## config.mk

```make
export PLATFORM = sky130hd
export DESIGN_NAME = mac_port_table_flat
export DESIGN_NICKNAME = d
export VERILOG_FILES = /design/src/rtl/mac_port_table_if.sv /design/src/rtl/mac_port_table.sv /design/src/flat_wrapper.sv
export SDC_FILE = /design/constraint.sdc
export NUM_CORES = 1
export LEC_CHECK = 0
export CORE_ASPECT_RATIO = 0.7
export CORE_MARGIN = 2
export CORE_UTILIZATION = 45
export DETAILED_ROUTE_END_ITERATION = 10
export PLACE_DENSITY = 0.69
export SLEW_MARGIN = 20
export SYNTH_ARGS = -nofsm -noshare
export SYNTH_HDL_FRONTEND = slang
export SYNTH_SLANG_ARGS = --single-unit
export TNS_END_PERCENT = 20
```

## constraint.sdc

```tcl
create_clock -name i_clk -period 16 [get_ports i_clk]
set_input_delay 3.2 -clock i_clk [delete_from_list [all_inputs] [get_ports i_clk]]
set_output_delay 3.2 -clock i_clk [all_outputs]
set_load 0.005 [all_outputs]
```

## src/rtl/mac_port_table_if.sv

```systemverilog
// rtl/mac_port_table_if.sv - lookup and learn handshake bundle for mac_port_table
interface mac_port_table_if #(
    parameter int NETH = 4,
    parameter int MACW = 48
);
    logic            TBL_REQUEST;
    logic [MACW-1:0] TBL_MAC;
    logic            TBL_VALID;
    logic [NETH-1:0] TBL_PORT;
    logic            LRN_VALID;
    logic            LRN_READY;
    logic [MACW-1:0] LRN_MAC;
    logic [NETH-1:0] LRN_PORT;

    modport master (
        output TBL_REQUEST, TBL_MAC, LRN_VALID, LRN_MAC, LRN_PORT,
        input  TBL_VALID, TBL_PORT, LRN_READY
    );

    modport slave (
        input  TBL_REQUEST, TBL_MAC, LRN_VALID, LRN_MAC, LRN_PORT,
        output TBL_VALID, TBL_PORT, LRN_READY
    );
endinterface

```

## src/rtl/mac_port_table.sv

```systemverilog
// rtl/mac_port_table.sv - aged MAC-to-port learning table with serial lookup
module mac_port_table #(
    parameter int NETH       = 4,
    parameter int MACW       = 48,
    parameter int NTBL       = 8,
    parameter int AGEW       = 4,
    parameter int AGE_CYCLES = 2**20
) (
    input  logic               i_clk,
    input  logic               i_reset_n,
    mac_port_table_if.slave    bus
);
    localparam int LGTBL = $clog2(NTBL);
    localparam int ACW   = $clog2(AGE_CYCLES);
    localparam logic [LGTBL-1:0] LAST = LGTBL'(NTBL - 1);

    typedef enum logic [1:0] {IDLE, SEARCH, REPLY, LEARN} state_t;

    state_t           state, state_n;
    logic [NTBL-1:0]  ent_valid;
    logic [MACW-1:0]  ent_mac  [NTBL];
    logic [NETH-1:0]  ent_port [NTBL];
    logic [AGEW-1:0]  ent_age  [NTBL];

    logic [LGTBL-1:0] idx, idx_n;
    logic [MACW-1:0]  key_mac, key_mac_n;
    logic [NETH-1:0]  key_port, key_port_n;
    logic [NETH-1:0]  result, result_n;
    logic [ACW-1:0]   age_cnt;
    logic             tick;

    logic             have_match, have_match_n, have_free, have_free_n, have_min, have_min_n;
    logic [LGTBL-1:0] match_idx, match_idx_n, free_idx, free_idx_n, min_idx, min_idx_n;
    logic [AGEW-1:0]  min_age, min_age_n;

    logic             wr_en;
    logic [LGTBL-1:0] wr_idx;
    logic             cur_valid, cur_hit;

    assign tick          = (age_cnt == ACW'(AGE_CYCLES - 1));
    assign bus.TBL_VALID = (state == REPLY);
    assign bus.TBL_PORT  = result;
    assign bus.LRN_READY = i_reset_n && (state == IDLE) && !bus.TBL_REQUEST;

    always_comb begin
        state_n      = state;
        idx_n        = idx;
        key_mac_n    = key_mac;
        key_port_n   = key_port;
        result_n     = result;
        have_match_n = have_match;
        have_free_n  = have_free;
        have_min_n   = have_min;
        match_idx_n  = match_idx;
        free_idx_n   = free_idx;
        min_idx_n    = min_idx;
        min_age_n    = min_age;
        wr_en        = 1'b0;
        wr_idx       = '0;
        cur_valid    = ent_valid[idx];
        cur_hit      = cur_valid && (ent_mac[idx] == key_mac);

        case (state)
            IDLE: begin
                if (bus.TBL_REQUEST) begin
                    if (bus.TBL_MAC[MACW-8]) begin
                        result_n = '1;
                        state_n  = REPLY;
                    end else begin
                        key_mac_n = bus.TBL_MAC;
                        idx_n     = '0;
                        state_n   = SEARCH;
                    end
                end else if (bus.LRN_VALID && !bus.LRN_MAC[MACW-8] && (bus.LRN_PORT != '0)) begin
                    key_mac_n    = bus.LRN_MAC;
                    key_port_n   = bus.LRN_PORT;
                    idx_n        = '0;
                    have_match_n = 1'b0;
                    have_free_n  = 1'b0;
                    have_min_n   = 1'b0;
                    state_n      = LEARN;
                end
            end
            SEARCH: begin
                if (!bus.TBL_REQUEST) begin
                    state_n = IDLE;
                end else if (cur_hit) begin
                    result_n = ent_port[idx];
                    state_n  = REPLY;
                end else if (idx == LAST) begin
                    result_n = '1;
                    state_n  = REPLY;
                end else begin
                    idx_n = idx + LGTBL'(1);
                end
            end
            REPLY: state_n = IDLE;
            LEARN: begin
                if (cur_hit && !have_match) begin
                    have_match_n = 1'b1;
                    match_idx_n  = idx;
                end
                if (!cur_valid && !have_free) begin
                    have_free_n = 1'b1;
                    free_idx_n  = idx;
                end
                // strict compare keeps the lowest index among equal ages
                if (cur_valid && (!have_min || ent_age[idx] < min_age)) begin
                    have_min_n = 1'b1;
                    min_idx_n  = idx;
                    min_age_n  = ent_age[idx];
                end
                if (idx == LAST) begin
                    wr_en   = 1'b1;
                    wr_idx  = have_match_n ? match_idx_n : (have_free_n ? free_idx_n : min_idx_n);
                    state_n = IDLE;
                end else begin
                    idx_n = idx + LGTBL'(1);
                end
            end
            default: state_n = IDLE;
        endcase
    end

    always_ff @(posedge i_clk) begin
        if (!i_reset_n) begin
            state      <= IDLE;
            idx        <= '0;
            key_mac    <= '0;
            key_port   <= '0;
            result     <= '0;
            age_cnt    <= '0;
            ent_valid  <= '0;
            have_match <= 1'b0;
            have_free  <= 1'b0;
            have_min   <= 1'b0;
            match_idx  <= '0;
            free_idx   <= '0;
            min_idx    <= '0;
            min_age    <= '0;
        end else begin
            state      <= state_n;
            idx        <= idx_n;
            key_mac    <= key_mac_n;
            key_port   <= key_port_n;
            result     <= result_n;
            age_cnt    <= tick ? '0 : age_cnt + ACW'(1);
            have_match <= have_match_n;
            have_free  <= have_free_n;
            have_min   <= have_min_n;
            match_idx  <= match_idx_n;
            free_idx   <= free_idx_n;
            min_idx    <= min_idx_n;
            min_age    <= min_age_n;
            // a learn write on the same entry overrides that cycle's age tick
            for (int i = 0; i < NTBL; i++) begin
                if (wr_en && (wr_idx == LGTBL'(i))) begin
                    ent_valid[i] <= 1'b1;
                    ent_mac[i]   <= key_mac;
                    ent_port[i]  <= key_port;
                    ent_age[i]   <= '1;
                end else if (tick && ent_valid[i]) begin
                    if (ent_age[i] == '0) ent_valid[i] <= 1'b0;
                    else                  ent_age[i]   <= ent_age[i] - AGEW'(1);
                end
            end
        end
    end
endmodule

```

## src/flat_wrapper.sv

```systemverilog
// flat-port wrapper written by rule: the top's interface ports become plain ports
module mac_port_table_flat 
#(
    parameter int NETH       = 4,
    parameter int MACW       = 48,
    parameter int NTBL       = 8,
    parameter int AGEW       = 4,
    parameter int AGE_CYCLES = 2**20
)
  (i_clk, i_reset_n, bus_TBL_REQUEST, bus_TBL_MAC, bus_LRN_VALID, bus_LRN_MAC, bus_LRN_PORT, bus_TBL_VALID, bus_TBL_PORT, bus_LRN_READY);
  mac_port_table_if #(.NETH(NETH), .MACW(MACW)) bus_i ();
  input  logic i_clk;
  input  logic i_reset_n;
  input wire logic [$bits(bus_i.TBL_REQUEST)-1:0] bus_TBL_REQUEST;
  input wire logic [$bits(bus_i.TBL_MAC)-1:0] bus_TBL_MAC;
  input wire logic [$bits(bus_i.LRN_VALID)-1:0] bus_LRN_VALID;
  input wire logic [$bits(bus_i.LRN_MAC)-1:0] bus_LRN_MAC;
  input wire logic [$bits(bus_i.LRN_PORT)-1:0] bus_LRN_PORT;
  output wire logic [$bits(bus_i.TBL_VALID)-1:0] bus_TBL_VALID;
  output wire logic [$bits(bus_i.TBL_PORT)-1:0] bus_TBL_PORT;
  output wire logic [$bits(bus_i.LRN_READY)-1:0] bus_LRN_READY;
  assign bus_i.TBL_REQUEST = bus_TBL_REQUEST;
  assign bus_i.TBL_MAC = bus_TBL_MAC;
  assign bus_i.LRN_VALID = bus_LRN_VALID;
  assign bus_i.LRN_MAC = bus_LRN_MAC;
  assign bus_i.LRN_PORT = bus_LRN_PORT;
  assign bus_TBL_VALID = bus_i.TBL_VALID;
  assign bus_TBL_PORT = bus_i.TBL_PORT;
  assign bus_LRN_READY = bus_i.LRN_READY;
  mac_port_table #(.NETH(NETH), .MACW(MACW), .NTBL(NTBL), .AGEW(AGEW), .AGE_CYCLES(AGE_CYCLES)) u_core (.i_clk(i_clk), .i_reset_n(i_reset_n), .bus(bus_i));
endmodule
```

==> flow_summary.toml, run 1 <==
[route]
detail_route.drc_violations = 0
routed_wirelength_um = 52300
num_vias = 13500
detail_route.vias_per_cell = 5.76
drt_iter0_drc = 1521
drt-wirelength-per-cell_um = 22.3
number_of_iterations_in_the_first_detailed_routing_pass = 6
route.antenna.remaining_nets = 0

[synthesis]
synth.largest_area_cell = "sky130_fd_sc_hd__edfxtp_1"
syn_area_um2 = 23400
post_synth_inst_count = 1523
synth-seq-area-share = 0.666
postSynth.asyncResetShare = 0
synthesis.yosys.warnings = 0
synth-edff-count = 448
synth_largest_type_area_fraction = 0.574
synth_seq_cells = 556
yosys_most_used_dff = "sky130_fd_sc_hd__edfxtp_1"
synth_cell_types = 73
mappedNetlistNets = 1640
synth_top_cells_by_area = "sky130_fd_sc_hd__edfxtp_1 57%, sky130_fd_sc_hd__dfxtp_1 9.2%, sky130_fd_sc_hd__mux2i_1 6.4%"
synth_commonest_cells = "448 x sky130_fd_sc_hd__edfxtp_1, 149 x sky130_fd_sc_hd__mux2i_1, 121 x sky130_fd_sc_hd__nor2_1, 108 x sky130_fd_sc_hd__dfxtp_1, 62 x sky130_fd_sc_hd__mux4_2"
yosysMostFrequentCell = "sky130_fd_sc_hd__edfxtp_1"
synth_area_per_cell_um2 = 15.4

[critical_path]
crit_path_max_fanout = 50
critPathRequiredTime_ns = 12.80
critical_path.top_delay_family = "buffers and inverters"
crit_path_top_delay_cell = "sky130_fd_sc_hd__buf_4"
worstSetupStartpointType = "input pin"
worst-endpoint-arrival_ns = 4.68
timing.critical_path.cells = "buf_4, nor3_1, and2_1, clkdlybuf4s50_1"
worstSetupPathType = "input pin to output pin"
crit_start = "bus_TBL_REQUEST"
critPathMaxStageDelay_ns = 0.71
worstSetupEndpointType = "output pin"
worstPathBufferInverterCount = 2

[clock_tree]
clock_tree.htree_level_count = 2
cts_post_setup_buffers_inserted = 0
post_cts.resized_instances = 0
buffer_levels_on_the_longest_clock_path = 3
clockRootBuffer = "sky130_fd_sc_hd__clkbuf_16"
clkSlewWorstSetupHoldPaths_ns = 0.06
cts.hold.buffers_added = 0
cts_made_buffers = 53
numClockSinks = 556
insertion_delay_ns = 0.59
cts_tree = "done"

[timing]
skew_ns = 0.0307
final_min_period_over_clock_period = 0.493
max_freq_mhz = 127
timing.final.hold_violations = 0
rsz0062_at_grt = "no"
normalized_max_slew_margin = 0.284
slew_violations = 0
setup_total_negative_slack_ns = 0
worst_pin_slew_ns = 1.07
setup_viol_count_final = 0
post-route-min-period_ns = 7.88

[power_and_ir_drop]
power.leakage_nw = 8.76
ir_worst_vdd_mv = 0.0940
fin_total_pwr_mw = 3.11
power_per_cell_area_nw_per_um2 = 115

[final_layout]
inserted_diodes = 0
layout-area-overhead-vs-synth_pct = 15.4
multi_input_area_um2 = 7340
finalInstanceArea_um2 = 27100
nNetsFinal = 1746
final.fill_count = 4110
post_route_cells_drive_above_1_share = 0.149
final-seq-area_um2 = 15600

[floorplanning]
boundaryPins = 110
die_area_um2 = 53900
die_w_um = 277
initial_core_util = 0.459
chipHeight_um = 195
coreArea_um2 = 51100
num_rows = 69

[placement]
numPortBuffers = 109
final_estimated_routing_congestion_in_global_placement = 0.834
detailed_place.area_um2 = 25200
place_hpwl_um = 31200

[min_path]
min-delay-path-class = "register to register"
worst_hold_startpoint = "u_core.min_age[3]$_SDFFE_PN0P_"

[grt]
maximum_number_of_pins_on_one_net_before_global_route_repair = 97
number_of_antenna_violations_at_the_first_check_in_global_routing = 0
grt.overflow.total = 0
grt_pass1_vias = 13400
grt_first_pass_wirelength_um = 80300
grt.total_usage = 0.193

[run]
maximum_capacitance_violations = 0

[run_status]
outcome = "finished clean"
-- stage by stage --
step	std cells	worst slack [ns]	hold WS [ns]	util
6_report	2347	8.12	0.470	0.529
3_3_place_gp	2248	8.05	0.439	0.492
4_1_cts	2347	8.06	0.473	0.529
5_1_grt	2347	7.97	0.509	0.529
2_1_floorplan	1523	7.42	0.430	-
3_5_place_dp	2248	8.06	0.464	0.492
-- final timing paths --
check,end,slack [ns],cells after the start
worst max-delay path,bus_LRN_READY,8.12,4
worst min-delay path,u_core.min_age[3]$_SDFFE_PN0P_,0.47,2
worst max register to register,u_core.ent_mac[2][4]$_DFFE_PP_,9.21,13
worst min register to register,u_core.min_age[3]$_SDFFE_PN0P_,0.47,2
-- layout by cell type (no fill, tap or decap), types with 44 or more instances in the layout --
| master | synthesis | layout |
|---|---|---|
| sky130_fd_sc_hd__clkbuf_16 | 0 | 57 |
| sky130_fd_sc_hd__edfxtp_1 | 448 | 448 |
| sky130_fd_sc_hd__mux4_2 | 62 | 62 |
| sky130_fd_sc_hd__a211oi_1 | 51 | 51 |
| sky130_fd_sc_hd__xnor2_1 | 44 | 44 |
| sky130_fd_sc_hd__dfxtp_1 | 108 | 105 |
| sky130_fd_sc_hd__nor2_1 | 121 | 117 |
| sky130_fd_sc_hd__mux2_2 | 46 | 46 |
| sky130_fd_sc_hd__clkdlybuf4s50_1 | 0 | 108 |
| sky130_fd_sc_hd__mux2i_1 | 149 | 149 |
-- sequential cells by signal, indices dropped and copies added, names as in the netlist, named ones only --
signal               cells
u_core.min_age           4
u_core.have_min          1
u_core.age_cnt          20
u_core.ent_age          32
u_core.ent_mac         384
u_core.match_idx         3
u_core.ent_port         32
u_core.min_idx           3
u_core.ent_valid         8
u_core.bus.TBL_PORT      4
u_core.key_mac          48
u_core.have_free         1
u_core.free_idx          3
u_core.idx               3
u_core.state             2
u_core.have_match        1
u_core.key_port          4
-- cell type report --
class                           instances  area share
Sequential cell                       556       0.578
Tap cell                              674      0.0312
Clock inverter                         26      0.0127
Clock buffer                           73      0.0575
Multi-Input combinational cell        861       0.272
Timing Repair Buffer                  127      0.0452
Inverter                               30     0.00421
-- logic make-up (layout without fill, tap and decap cells) --
group	Yosys count	count (layout)	share of synthesized area
xor gates and xnor gates	65	65	0.0243
muxes	257	257	0.145
DFF	556	556	0.666
AOI/OAI and AO/OA	197	197	0.0618
buffers and inverters	106	256	0.0227
adders and majority gates	13	13	0.00694
and+or+nand+nor	329	329	0.0726
-- report_power, final --
group          switching, mW  leakage, nW  total (mW)  internal [mW]
Combinational         0.0738         2.78       0.141         0.0675
Clock                  0.544        0.925        1.34          0.797
Sequential            0.0415         5.06        1.63           1.59
Total                  0.660         8.76        3.11           2.45
-- routing by layer --
layer | track usage | routed length, um | vias to the layer above
met4 | 0.0467 | 1040 | 0
met5 | 0 | 0 | -
met1 | 0.289 | 24200 | 6803
met3 | 0.0327 | 3730 | 68
li1 | - | - | 6180
met2 | 0.293 | 23400 | 472
-- tightest hold or removal path, stage by stage (launching register included) --
cell and delay [ns]:
sky130_fd_sc_hd__dfxtp_1 0.30, sky130_fd_sc_hd__inv_1 0.07, sky130_fd_sc_hd__a211oi_1 0.06
(Power assumes the default switching activity.)
==> run 2, diff against run 1 <==
--- a/config.mk
+++ b/config.mk
@@ -9,7 +9,7 @@
 export CORE_MARGIN = 2
 export CORE_UTILIZATION = 45
 export DETAILED_ROUTE_END_ITERATION = 10
-export PLACE_DENSITY = 0.69
+export PLACE_DENSITY = 0.72
 export SLEW_MARGIN = 20
 export SYNTH_ARGS = -nofsm -noshare
 export SYNTH_HDL_FRONTEND = slang
==> constraint.sdc (replaced) <==
create_clock -name i_clk -period 6.6 [get_ports i_clk]
set_input_delay 1.32 -clock i_clk [delete_from_list [all_inputs] [get_ports i_clk]]
set_output_delay 1.32 -clock i_clk [all_outputs]
set_load 0.005 [all_outputs]
==> flow_summary.toml, run 2 (synthesis gave the netlist of run 1 again) <==
[grt]
maximum_number_of_pins_on_one_net_before_global_route_repair = 97
grt.overflow.total = 0
grt_first_pass_wirelength_um = 82800
grt_pass1_vias = 13700
grt.total_usage = 0.201
number_of_antenna_violations_at_the_first_check_in_global_routing = 1

[final_layout]
layout-area-overhead-vs-synth_pct = 15.6
post_route_cells_drive_above_1_share = 0.148
largest_reg_flops = 384
layout.core_utilization = 0.530
commonest_cells_after_routing_fill_and_taps_aside = "448 x sky130_fd_sc_hd__edfxtp_1, 149 x sky130_fd_sc_hd__mux2i_1, 117 x sky130_fd_sc_hd__nor2_1"
largestRegisters = "u_core.ent_mac: 384 flops, u_core.key_mac: 48 flops"
top_register = "u_core.ent_mac"
mostFrequentLayoutCell = "sky130_fd_sc_hd__edfxtp_1"
inserted_diodes = 0
nNetsFinal = 1753
finalInstanceArea_um2 = 27100

[route]
met3WireLength_um = 5590
detail_route.wirelength.met1_um = 23700
drt_iter0_drc = 1410
routed_wirelength_um = 54400
detail_route.drc_violations = 0
met2_wirelength_um = 24000
num_vias = 13800
highest_layer = "met4"
drt-wirelength-per-cell_um = 23.1
detail_route.vias_per_cell = 5.86
number_of_iterations_in_the_first_detailed_routing_pass = 5
route.antenna.remaining_nets = 0

[critical_path]
critical_path.top_delay_family = "multiplexers"
worstSetupStartpointType = "register"
crit_path_top_delay_cell = "sky130_fd_sc_hd__dfxtp_4"
worstSetupEndpointType = "register"
critPathMaxStageDelay_ns = 0.90
crit_path_max_fanout = 52
critPathRequiredTime_ns = 6.80
worst-endpoint-arrival_ns = 5.83
cpMostUsedCell = "sky130_fd_sc_hd__mux2_2"
timing.critical_path.cells = "mux4_2, mux2_2, ha_1, o21a_1, o21ai_0, a31oi_1, o21ai_0, nand2b_1, mux2_2, mux2_2, o22ai_2, nor2_1, nor3_4, buf_4"
worstPathBufferInverterCount = 1
worstSetupPathType = "register to register"

[timing]
skew_ns = 0.0198
finalWorstSetupSlack_ns = 0.973
setup_viol_count_final = 0
post-route-min-period_ns = 5.63
normalized_max_slew_margin = 0.325
worst_pin_slew_ns = 1.01
timing.final.hold_violations = 0
max_freq_mhz = 178
slew_violations = 0
final_min_period_over_clock_period = 0.853
rsz0062_at_grt = "no"

[floorplanning]
chipHeight_um = 195
die_area_um2 = 53900
boundaryPins = 110
die_w_um = 277
initial_core_util = 0.459
coreArea_um2 = 51100
num_rows = 69

[clock_tree]
clock_tree.htree_level_count = 2
insertion_delay_ns = 0.59
cts.hold.buffers_added = 0
cts_made_buffers = 51
numClockSinks = 556
buffer_levels_on_the_longest_clock_path = 3
cts_tree = "done"
clkSlewWorstSetupHoldPaths_ns = 0.07
clockRootBuffer = "sky130_fd_sc_hd__clkbuf_16"
cts_post_setup_buffers_inserted = 0
post_cts.resized_instances = 0

[min_path]
min-delay-path-class = "register to register"

[power_and_ir_drop]
p_comb_frac = 0.046
sw_frac_of_total = 0.208
power_per_cell_area_nw_per_um2 = 273
cellInternalPower_mw = 5.85
seqPwrFrac = 0.536
net-switching-power_mw = 1.54
ir_worst_vdd_mv = 0.191
power.clock.fraction = 0.419
power.leakage_nw = 8.76

[placement]
dp_worst_setup_slack_ns = 1.03
final_estimated_routing_congestion_in_global_placement = 0.912
place_hpwl_um = 34000
numPortBuffers = 109
detailed_place.area_um2 = 25300

[run]
maximum_capacitance_violations = 0

[run_status]
outcome = "finished clean"
-- run 2: changes by cell type in the layout (fill, tap and decap cells not counted), sizes merged --
cell | before | now
clkinv | 16 | 9
clkbuf | 73 | 78
clkinvlp | 3 | 1
buf | 19 | 28
-- run 2: layout make-up --
type,instances,area [um^2]
Timing Repair Buffer,136,1380
Tap cell,674,843
Clock buffer,78,1500
Multi-Input combinational cell,861,7370
Sequential cell,556,15600
Inverter,30,114
Clock inverter,17,264
Fill cell,4062,24000
-- run 2: worst min-delay path, cell delays in order, from the launching register on --
cell                       delay [ns]
sky130_fd_sc_hd__dfxtp_1         0.30
sky130_fd_sc_hd__inv_1           0.06
sky130_fd_sc_hd__a211oi_1        0.06
-- run 2: worst paths after layout --
kind,cells after the start,slack (ns),from,end
setup / recovery,14,0.97,register,u_core.ent_port[0][2]$_DFFE_PP_
hold / removal,2,0.47,u_core.min_age[1]$_SDFFE_PN0P_,u_core.min_age[1]$_SDFFE_PN0P_
setup reg to reg,14,0.97,register,u_core.ent_port[0][2]$_DFFE_PP_
hold reg to reg,2,0.47,u_core.min_age[1]$_SDFFE_PN0P_,u_core.min_age[1]$_SDFFE_PN0P_
-- run 2: per-layer routing --
metal,up-vias,track usage
met3,76,0.0494
met5,-,0
met1,6967,0.295
met4,0,0.0548
met2,568,0.299
li1,6176,-
-- run 2: power groups by stage --
stage               combinational (mW)  clock [mW]  sequential [mW]
detailed placement               0.336           0             4.03
CTS                              0.338        3.15             3.96
global route                     0.367        3.29             3.97
global placement                 0.329           0             4.02
finish                           0.338        3.09             3.96
floorplan                        0.204           0             3.98
-- run 2: per-stage QoR --
step	setup TNS (ns)	instances	hold WS, ns	total power, mW
2_1_floorplan	-135.36	1523	0.430	4.18
6_report	0	2352	0.471	7.39
3_3_place_gp	0	2257	0.446	4.35
3_5_place_dp	0	2257	0.455	4.37
4_1_cts	0	2352	0.469	7.45
5_1_grt	0	2352	0.496	7.63
